===== src/rtl/uart_echo_responder_pkg.sv =====
// Shared FSM state type, ASCII range constants and the letter case-swap helper
// for the UART echo responder.
package uart_pkg;

    typedef enum logic [1:0] {
        IDLE      = 2'd0,
        LAUNCH    = 2'd1,
        WAIT_BUSY = 2'd2,
        WAIT_DONE = 2'd3
    } echo_state_t;

    localparam logic [7:0] ASCII_UPPER_A = 8'h41;
    localparam logic [7:0] ASCII_UPPER_Z = 8'h5A;
    localparam logic [7:0] ASCII_LOWER_A = 8'h61;
    localparam logic [7:0] ASCII_LOWER_Z = 8'h7A;
    localparam int         CASE_BIT      = 5;

    // Letters only; everything else, including the error substitute, passes through.
    function automatic logic [7:0] case_swap(input logic [7:0] b);
        logic [7:0] r;
        r = b;
        if ((b >= ASCII_UPPER_A && b <= ASCII_UPPER_Z) ||
            (b >= ASCII_LOWER_A && b <= ASCII_LOWER_Z))
            r[CASE_BIT] = ~b[CASE_BIT];
        return r;
    endfunction

endpackage


===== src/rtl/uart_echo_responder_if.sv =====
// Signals between the echo responder, the rx/tx blocks and the display/debug logic.
// slave = responder side, master = surrounding environment.
interface uart_echo_responder_if #(
    parameter int LEVEL_W = 5
);
    logic [7:0]         rx_data;
    logic               rx_strobe;
    logic               rx_error;
    logic               tx_busy;
    logic [7:0]         tx_din;
    logic               tx_send;
    logic [LEVEL_W-1:0] fifo_level;
    logic [7:0]         err_count;
    logic [7:0]         ovf_count;
    logic [1:0]         state_dbg;

    modport slave (
        input  rx_data, rx_strobe, rx_error, tx_busy,
        output tx_din, tx_send, fifo_level, err_count, ovf_count, state_dbg
    );

    modport master (
        output rx_data, rx_strobe, rx_error, tx_busy,
        input  tx_din, tx_send, fifo_level, err_count, ovf_count, state_dbg
    );
endinterface


===== src/rtl/uart_echo_responder_byte_fifo.sv =====
// Show-ahead byte FIFO with extra-MSB pointers; a push into a full FIFO is
// accepted only when a pop happens in the same cycle.
module byte_fifo #(
    parameter int DEPTH = 16
) (
    input  logic                   clk,
    input  logic                   reset_n,
    input  logic                   push,
    input  logic [7:0]             din,
    input  logic                   pop,
    output logic [7:0]             dout,
    output logic                   full,
    output logic                   empty,
    output logic [$clog2(DEPTH):0] level
);
    localparam int AW = $clog2(DEPTH);

    logic [7:0] mem_q [DEPTH];
    logic [AW:0] wr_q;
    logic [AW:0] rd_q;
    logic        do_push;
    logic        do_pop;

    assign empty   = (wr_q == rd_q);
    assign full    = (wr_q[AW] != rd_q[AW]) && (wr_q[AW-1:0] == rd_q[AW-1:0]);
    assign do_pop  = pop && !empty;
    assign do_push = push && (!full || do_pop);
    assign level   = wr_q - rd_q;
    assign dout    = mem_q[rd_q[AW-1:0]];

    always_ff @(posedge clk or negedge reset_n) begin
        if (!reset_n) begin
            wr_q <= '0;
            rd_q <= '0;
        end else begin
            if (do_push) wr_q <= wr_q + 1'b1;
            if (do_pop)  rd_q <= rd_q + 1'b1;
        end
    end

    // Storage needs no reset: nothing is read until the pointers say it was written.
    always_ff @(posedge clk) begin
        if (do_push) mem_q[wr_q[AW-1:0]] <= din;
    end
endmodule


===== src/rtl/uart_echo_responder.sv =====
// UART echo responder: queues bytes from rx and replays them through tx.
// Optional build macro UART_ECHO_CASE_SWAP_EN swaps letter case on the way out.
module uart_echo_responder
    import uart_pkg::*;
#(
    parameter int         DEPTH        = 16,
    parameter int         BUSY_TIMEOUT = 1023,
    parameter logic [7:0] ERR_SUB      = 8'h3F
) (
    input logic                  clk,
    input logic                  reset_n,
    uart_echo_responder_if.slave bus
);
    localparam int AW = $clog2(DEPTH);
    localparam int LW = AW + 1;
    localparam int CW = (BUSY_TIMEOUT > 0) ? $clog2(BUSY_TIMEOUT + 1) : 1;
    localparam logic [CW-1:0] TMO_LAST = CW'(BUSY_TIMEOUT);

    echo_state_t   state_q;
    logic [7:0]    tx_din_q;
    logic          tx_send_q;
    logic [CW-1:0] tmo_q;
    logic [7:0]    err_q;
    logic [7:0]    ovf_q;

    logic          fifo_full;
    logic          fifo_empty;
    logic          pop;
    logic [7:0]    head;
    logic [7:0]    push_byte;
    logic [7:0]    launch_byte;
    logic [LW-1:0] level;

    assign pop       = (state_q == LAUNCH);
    assign push_byte = bus.rx_error ? ERR_SUB : bus.rx_data;

`ifdef UART_ECHO_CASE_SWAP_EN
    assign launch_byte = case_swap(head);
`else
    assign launch_byte = head;
`endif

    byte_fifo #(.DEPTH(DEPTH)) u_fifo (
        .clk     (clk),
        .reset_n (reset_n),
        .push    (bus.rx_strobe),
        .din     (push_byte),
        .pop     (pop),
        .dout    (head),
        .full    (fifo_full),
        .empty   (fifo_empty),
        .level   (level)
    );

    // A full FIFO only drops the byte when no LAUNCH pop frees a slot this cycle.
    always_ff @(posedge clk or negedge reset_n) begin
        if (!reset_n) begin
            err_q <= '0;
            ovf_q <= '0;
        end else if (bus.rx_strobe) begin
            if (bus.rx_error && err_q != 8'hFF) err_q <= err_q + 8'd1;
            if (fifo_full && !pop && ovf_q != 8'hFF) ovf_q <= ovf_q + 8'd1;
        end
    end

    always_ff @(posedge clk or negedge reset_n) begin
        if (!reset_n) begin
            state_q   <= IDLE;
            tx_din_q  <= '0;
            tx_send_q <= 1'b0;
            tmo_q     <= '0;
        end else begin
            tx_send_q <= 1'b0;
            case (state_q)
                IDLE: begin
                    if (!fifo_empty && !bus.tx_busy) state_q <= LAUNCH;
                end
                LAUNCH: begin
                    tx_din_q  <= launch_byte;
                    tx_send_q <= 1'b1;
                    tmo_q     <= '0;
                    state_q   <= WAIT_BUSY;
                end
                WAIT_BUSY: begin
                    // tx never acknowledged: the byte is abandoned, not retried.
                    if (bus.tx_busy)            state_q <= WAIT_DONE;
                    else if (tmo_q == TMO_LAST) state_q <= IDLE;
                    else                        tmo_q   <= tmo_q + 1'b1;
                end
                WAIT_DONE: begin
                    if (!bus.tx_busy) state_q <= IDLE;
                end
                default: state_q <= IDLE;
            endcase
        end
    end

    assign bus.tx_din     = tx_din_q;
    assign bus.tx_send    = tx_send_q;
    assign bus.fifo_level = level;
    assign bus.err_count  = err_q;
    assign bus.ovf_count  = ovf_q;
    assign bus.state_dbg  = state_q;
endmodule


===== src/flat_wrapper.sv =====
// flat-port wrapper written by rule: the top's interface ports become plain ports
module uart_echo_responder_flat import uart_pkg::*;
#(
    parameter int         DEPTH        = 16,
    parameter int         BUSY_TIMEOUT = 1023,
    parameter logic [7:0] ERR_SUB      = 8'h3F
)
  (clk, reset_n, bus_rx_data, bus_rx_strobe, bus_rx_error, bus_tx_busy, bus_tx_din, bus_tx_send, bus_fifo_level, bus_err_count, bus_ovf_count, bus_state_dbg);
  uart_echo_responder_if #(.LEVEL_W(($clog2(DEPTH) + 1))) bus_i ();
  input logic clk;
  input logic reset_n;
  input wire logic [$bits(bus_i.rx_data)-1:0] bus_rx_data;
  input wire logic [$bits(bus_i.rx_strobe)-1:0] bus_rx_strobe;
  input wire logic [$bits(bus_i.rx_error)-1:0] bus_rx_error;
  input wire logic [$bits(bus_i.tx_busy)-1:0] bus_tx_busy;
  output wire logic [$bits(bus_i.tx_din)-1:0] bus_tx_din;
  output wire logic [$bits(bus_i.tx_send)-1:0] bus_tx_send;
  output wire logic [$bits(bus_i.fifo_level)-1:0] bus_fifo_level;
  output wire logic [$bits(bus_i.err_count)-1:0] bus_err_count;
  output wire logic [$bits(bus_i.ovf_count)-1:0] bus_ovf_count;
  output wire logic [$bits(bus_i.state_dbg)-1:0] bus_state_dbg;
  assign bus_i.rx_data = bus_rx_data;
  assign bus_i.rx_strobe = bus_rx_strobe;
  assign bus_i.rx_error = bus_rx_error;
  assign bus_i.tx_busy = bus_tx_busy;
  assign bus_tx_din = bus_i.tx_din;
  assign bus_tx_send = bus_i.tx_send;
  assign bus_fifo_level = bus_i.fifo_level;
  assign bus_err_count = bus_i.err_count;
  assign bus_ovf_count = bus_i.ovf_count;
  assign bus_state_dbg = bus_i.state_dbg;
  uart_echo_responder #(.DEPTH(DEPTH), .BUSY_TIMEOUT(BUSY_TIMEOUT), .ERR_SUB(ERR_SUB)) u_core (.clk(clk), .reset_n(reset_n), .bus(bus_i));
endmodule

===== config.mk =====
export PLATFORM = sky130hd
export DESIGN_NAME = uart_echo_responder_flat
export DESIGN_NICKNAME = d
export VERILOG_FILES = /design/src/rtl/uart_echo_responder_pkg.sv /design/src/rtl/uart_echo_responder_if.sv /design/src/rtl/uart_echo_responder_byte_fifo.sv /design/src/rtl/uart_echo_responder.sv /design/src/flat_wrapper.sv
export SDC_FILE = /design/constraint.sdc
export NUM_CORES = 1
export LEC_CHECK = 0
export CELL_PAD_IN_SITES_DETAIL_PLACEMENT = 2
export CELL_PAD_IN_SITES_GLOBAL_PLACEMENT = 2
export CORE_ASPECT_RATIO = 1.4
export CORE_MARGIN = 2
export CORE_UTILIZATION = 25
export CTS_CLUSTER_DIAMETER = 150
export DETAILED_ROUTE_END_ITERATION = 12
export PLACE_DENSITY = 0.63
export REMOVE_ABC_BUFFERS = 1
export SYNTH_ARGS = -nofsm -noshare
export SYNTH_HDL_FRONTEND = slang
export SYNTH_SLANG_ARGS = --single-unit

===== constraint.sdc =====
create_clock -name clk -period 2.5 [get_ports clk]
set_input_delay 0.5 -clock clk [delete_from_list [all_inputs] [get_ports clk]]
set_output_delay 0.5 -clock clk [all_outputs]
set_load 0.005 [all_outputs]

==> impl_metrics.csv <==
group,metric,value,unit
logic_synthesis,ys.flop_type,"edfxtp_1",
worst_hold_path,min_path_type,"in -> async",
drt,viasPerCell,4.66,
placed_design,place_hpwl,13900,microns
clock_tree,numCtsBuffers,17,
floorplan,core_area,29100,sq um
setup_path,crit_type,"reg -> out",
drt,via_count,4401,
grt,antenna_found_initial,0,
logic_synthesis,synth_area_leaders,"edfxtp_1 52%, dfrtp_1 16%, mux4_2 6.1%, mux2i_1 2.9%, nand2_1 2.3%",
layout,seqCellArea,5020,sq um
layout,layout-drive-gt1-share,20.7,%
timing,slew_headroom,29.3,%
setup_path,slowest_stage,"dfrtp_1",
layout,multiInputGateArea,2210,sq um
clock_tree,tritoncts,"done",
power_and_ir_drop,worst_ir_drop_vdd,474,uV
logic_synthesis,synth_seq_cells,175,
setup_path,startpoint,"u_core.u_fifo.wr_q[0]",
grt,grt_usage,13.5,%
logic_synthesis,netlist.area_leader.share,52.2,%
drt,route.detailed.wl_per_inst,20.8,microns
clock_tree,h-tree-depth,4,
grt,grt_util_met3,2.75,%
layout,finalCoreUtilization,31.2,%
timing,period_share,101,%
layout,postLayoutCellArea,9070,sq um
setup_path,crit_top_cell,"inv_2",
drt,firstDrtPassIters,5,
floorplan,die_y,207,microns
layout,fillCellCount,3031,
timing,rsz0062_at_grt,"yes",
layout,area_growth,23.2,%
setup_path,startpoint_type,"flop",
grt,grt_remaining_overflow,0,
timing,worst_clock_skew,0.0116,ns
timing,final.min_clock_period,2.53,ns
power_and_ir_drop,p_per_area,1100,nW/um^2
setup_path,cp-end-kind,"primary output",
logic_synthesis,ys_warn_count,0,
logic_synthesis,ys_seq_area_share,68.2,%
grt,use_met1,14.4,%
grt,grt_pass1_wl,30400,microns
power_and_ir_drop,p_leak,3.29,nW
setup_path,crit_required,2.00,ns
drt,wl,19700,microns
timing,final-setup-viol-count,1,
grt,met2_usage,26.1,%
placed_design,io_buffers,44,
setup_path,worst-path-max-fanout,2,
layout,final_nets,578,
clock_tree,cts.sinks,175,
layout,final_cell_mix,"128 x edfxtp_1, 46 x dfrtp_1, 45 x nand2_1, 39 x clkdlybuf4s50_1, 39 x buf_4",
drt,drc,0,
timing,slew_viol_final,0,
timing,hold_ws,0.0454,ns
floorplan,fp.dieW,149,microns
setup_path,max_stage_delay,0.39,ns
power_and_ir_drop,finalPower,9.95,mW
floorplan,rows,74,
clock_tree,clock_latency,0.44,ns
logic_synthesis,synth-async-reset-ratio,26.9,%
logic_synthesis,yosysTopAreaCell,"edfxtp_1",
logic_synthesis,syn-cell-area,7360,sq um
logic_synthesis,synthCells,465,
clock_tree,cts-root-buf,"clkbuf_16",
setup_path,crit_arrival,2.03,ns
timing,layout_setup_ws,-0.0339,ns
clock_tree,clock_path_buffers,2,
placed_design,dp_slack,-0.0419,ns
status,status,"finished with violations",
status,violations,"setup timing",
setup_path,critical_path.reg2reg.startpoint,"u_core.u_fifo.rd_q[0]",
placed_design,postPlaceCellArea,8440,sq um
clock_tree,cts_hold_buf,0,
drt,drt-initial-drc-count,191,
grt,grt_max_degree,30,
layout,n_antenna_cell,0,
timing,worstMarginPinSlew,1.06,ns
job,maxCapViolations,0,
grt,busiest_layer,"met2",
placed_design,routabilityCongestion,0.751,
timing,finalHoldViolCount,0,
layout,final_common_cell,"edfxtp_1",
logic_synthesis,synth_edf_count,128,
drt,drtAntennaViolNets,0,
setup_path,crit_chain,"inv_2, ha_4, inv_2, fa_2, a21o_1, a21oi_2, xnor2_1, buf_2",
floorplan,die_area,30800,sq um
clock_tree,clkTransAtPathRegs,0.07,ns
grt,grt_pass1_vias,4989,
floorplan,ios,45,
logic_synthesis,synth_cell_type_count,53,
logic_synthesis,avgSynthCellArea,15.8,sq um
timing,fmax,395,MHz
floorplan,start_util,25.3,%
## report_power, final
group          switching [mW]  internal, mW
registers               0.261          3.57
logic                    1.86          1.65
clock network            1.25          1.35
## per-stage QoR
step	TNS, ns	instances
2_1_floorplan	-138.98	448
3_3_place_gp	-0.0309	908
3_5_place_dp	-0.0419	908
4_1_cts	-0.0313	943
5_1_grt	-0.124	945
6_report	-0.0339	945
## metal layers
layer | vias to the layer above | part of all wire [%]
li1 | 1972 | -
met1 | 2345 | 38
met2 | 60 | 57
met3 | 24 | 2.4
met4 | 0 | 2.0
met5 | - | 0
## synth_stat cells (4+ instances only)
cell type,count
and3_1,7
o221ai_1,7
o32a_1,7
nand3_1,13
inv_1,8
xor2_1,12
nand4_1,5
xnor2_1,11
a21oi_1,16
dfrtp_1,47
o21ai_1,4
buf_2,5
mux2i_1,21
nand2b_1,4
ha_1,12
edfxtp_1,128
nand2_1,45
or2_2,6
mux4_2,20
nor3_1,10
nor2_1,19
## cells by family (layout without fill, tap and decap cells)
logic type	count (synthesis)	after routing	synth area share (%)
AND/OR/NAND/NOR	126	126	8.74
multiplexers	46	46	10.4
XOR/XNOR	23	23	2.74
AO/OA/AOI/OAI	55	55	5.59
flip-flops	175	175	68.2
adder cells (fa/ha/maj)	13	13	2.31
buffers and inverters	27	127	2.04
## repair_timing
action,in CTS,in global routing
resized for setup,12,7
setup endpoints to repair,4,4
cloned,0,0
pin swaps,0,5
buffers inserted,3,2
## worst max-delay path, delay by kind of cell (launching register included)
| kind | cells | cell delay [ns] |
|---|---|---|
| fa+ha+maj | 2 | 0.51 |
| flops | 1 | 0.39 |
| compound gates | 2 | 0.31 |
| buf+inv | 3 | 0.25 |
| xor+xnor | 1 | 0.12 |
## cell type report
type                            instances  area share [%]
Tap cell                              380            5.24
Multi-Input combinational cell        263            24.4
Timing Repair Buffer                   85            8.20
Clock buffer                           18            4.84
Inverter                               10           0.414
Sequential cell                       175            55.4
Clock inverter                         14            1.56
## sequential cells by signal, indices dropped and copies added, names as in the netlist
signal / flops
u_core.bus.ovf_count: 8
u_core.u_fifo.wr_q: 5
u_core.u_fifo.rd_q: 5
u_core.bus.state_dbg: 2
u_core.bus.tx_din: 8
u_core.bus.err_count: 8
u_core.tmo_q: 10
u_core.bus.tx_send: 1
u_core.u_fifo.mem_q: 128
## path summary, 6_finish.rpt
kind	slack, ns	cells after the start	to
max reg2reg	0.22	6	u_core.bus.tx_din[7]
min	0.05	1	u_core.u_fifo.wr_q[3]
min in group clk	0.50	1	u_core.tmo_q[9]
max in group asynchronous	1.89	2	u_core.bus.tx_din[4]
min reg2reg	0.50	1	u_core.tmo_q[9]
max	-0.03	8	bus_fifo_level[4]
Note: power is estimated with default switching activity, not from simulation.
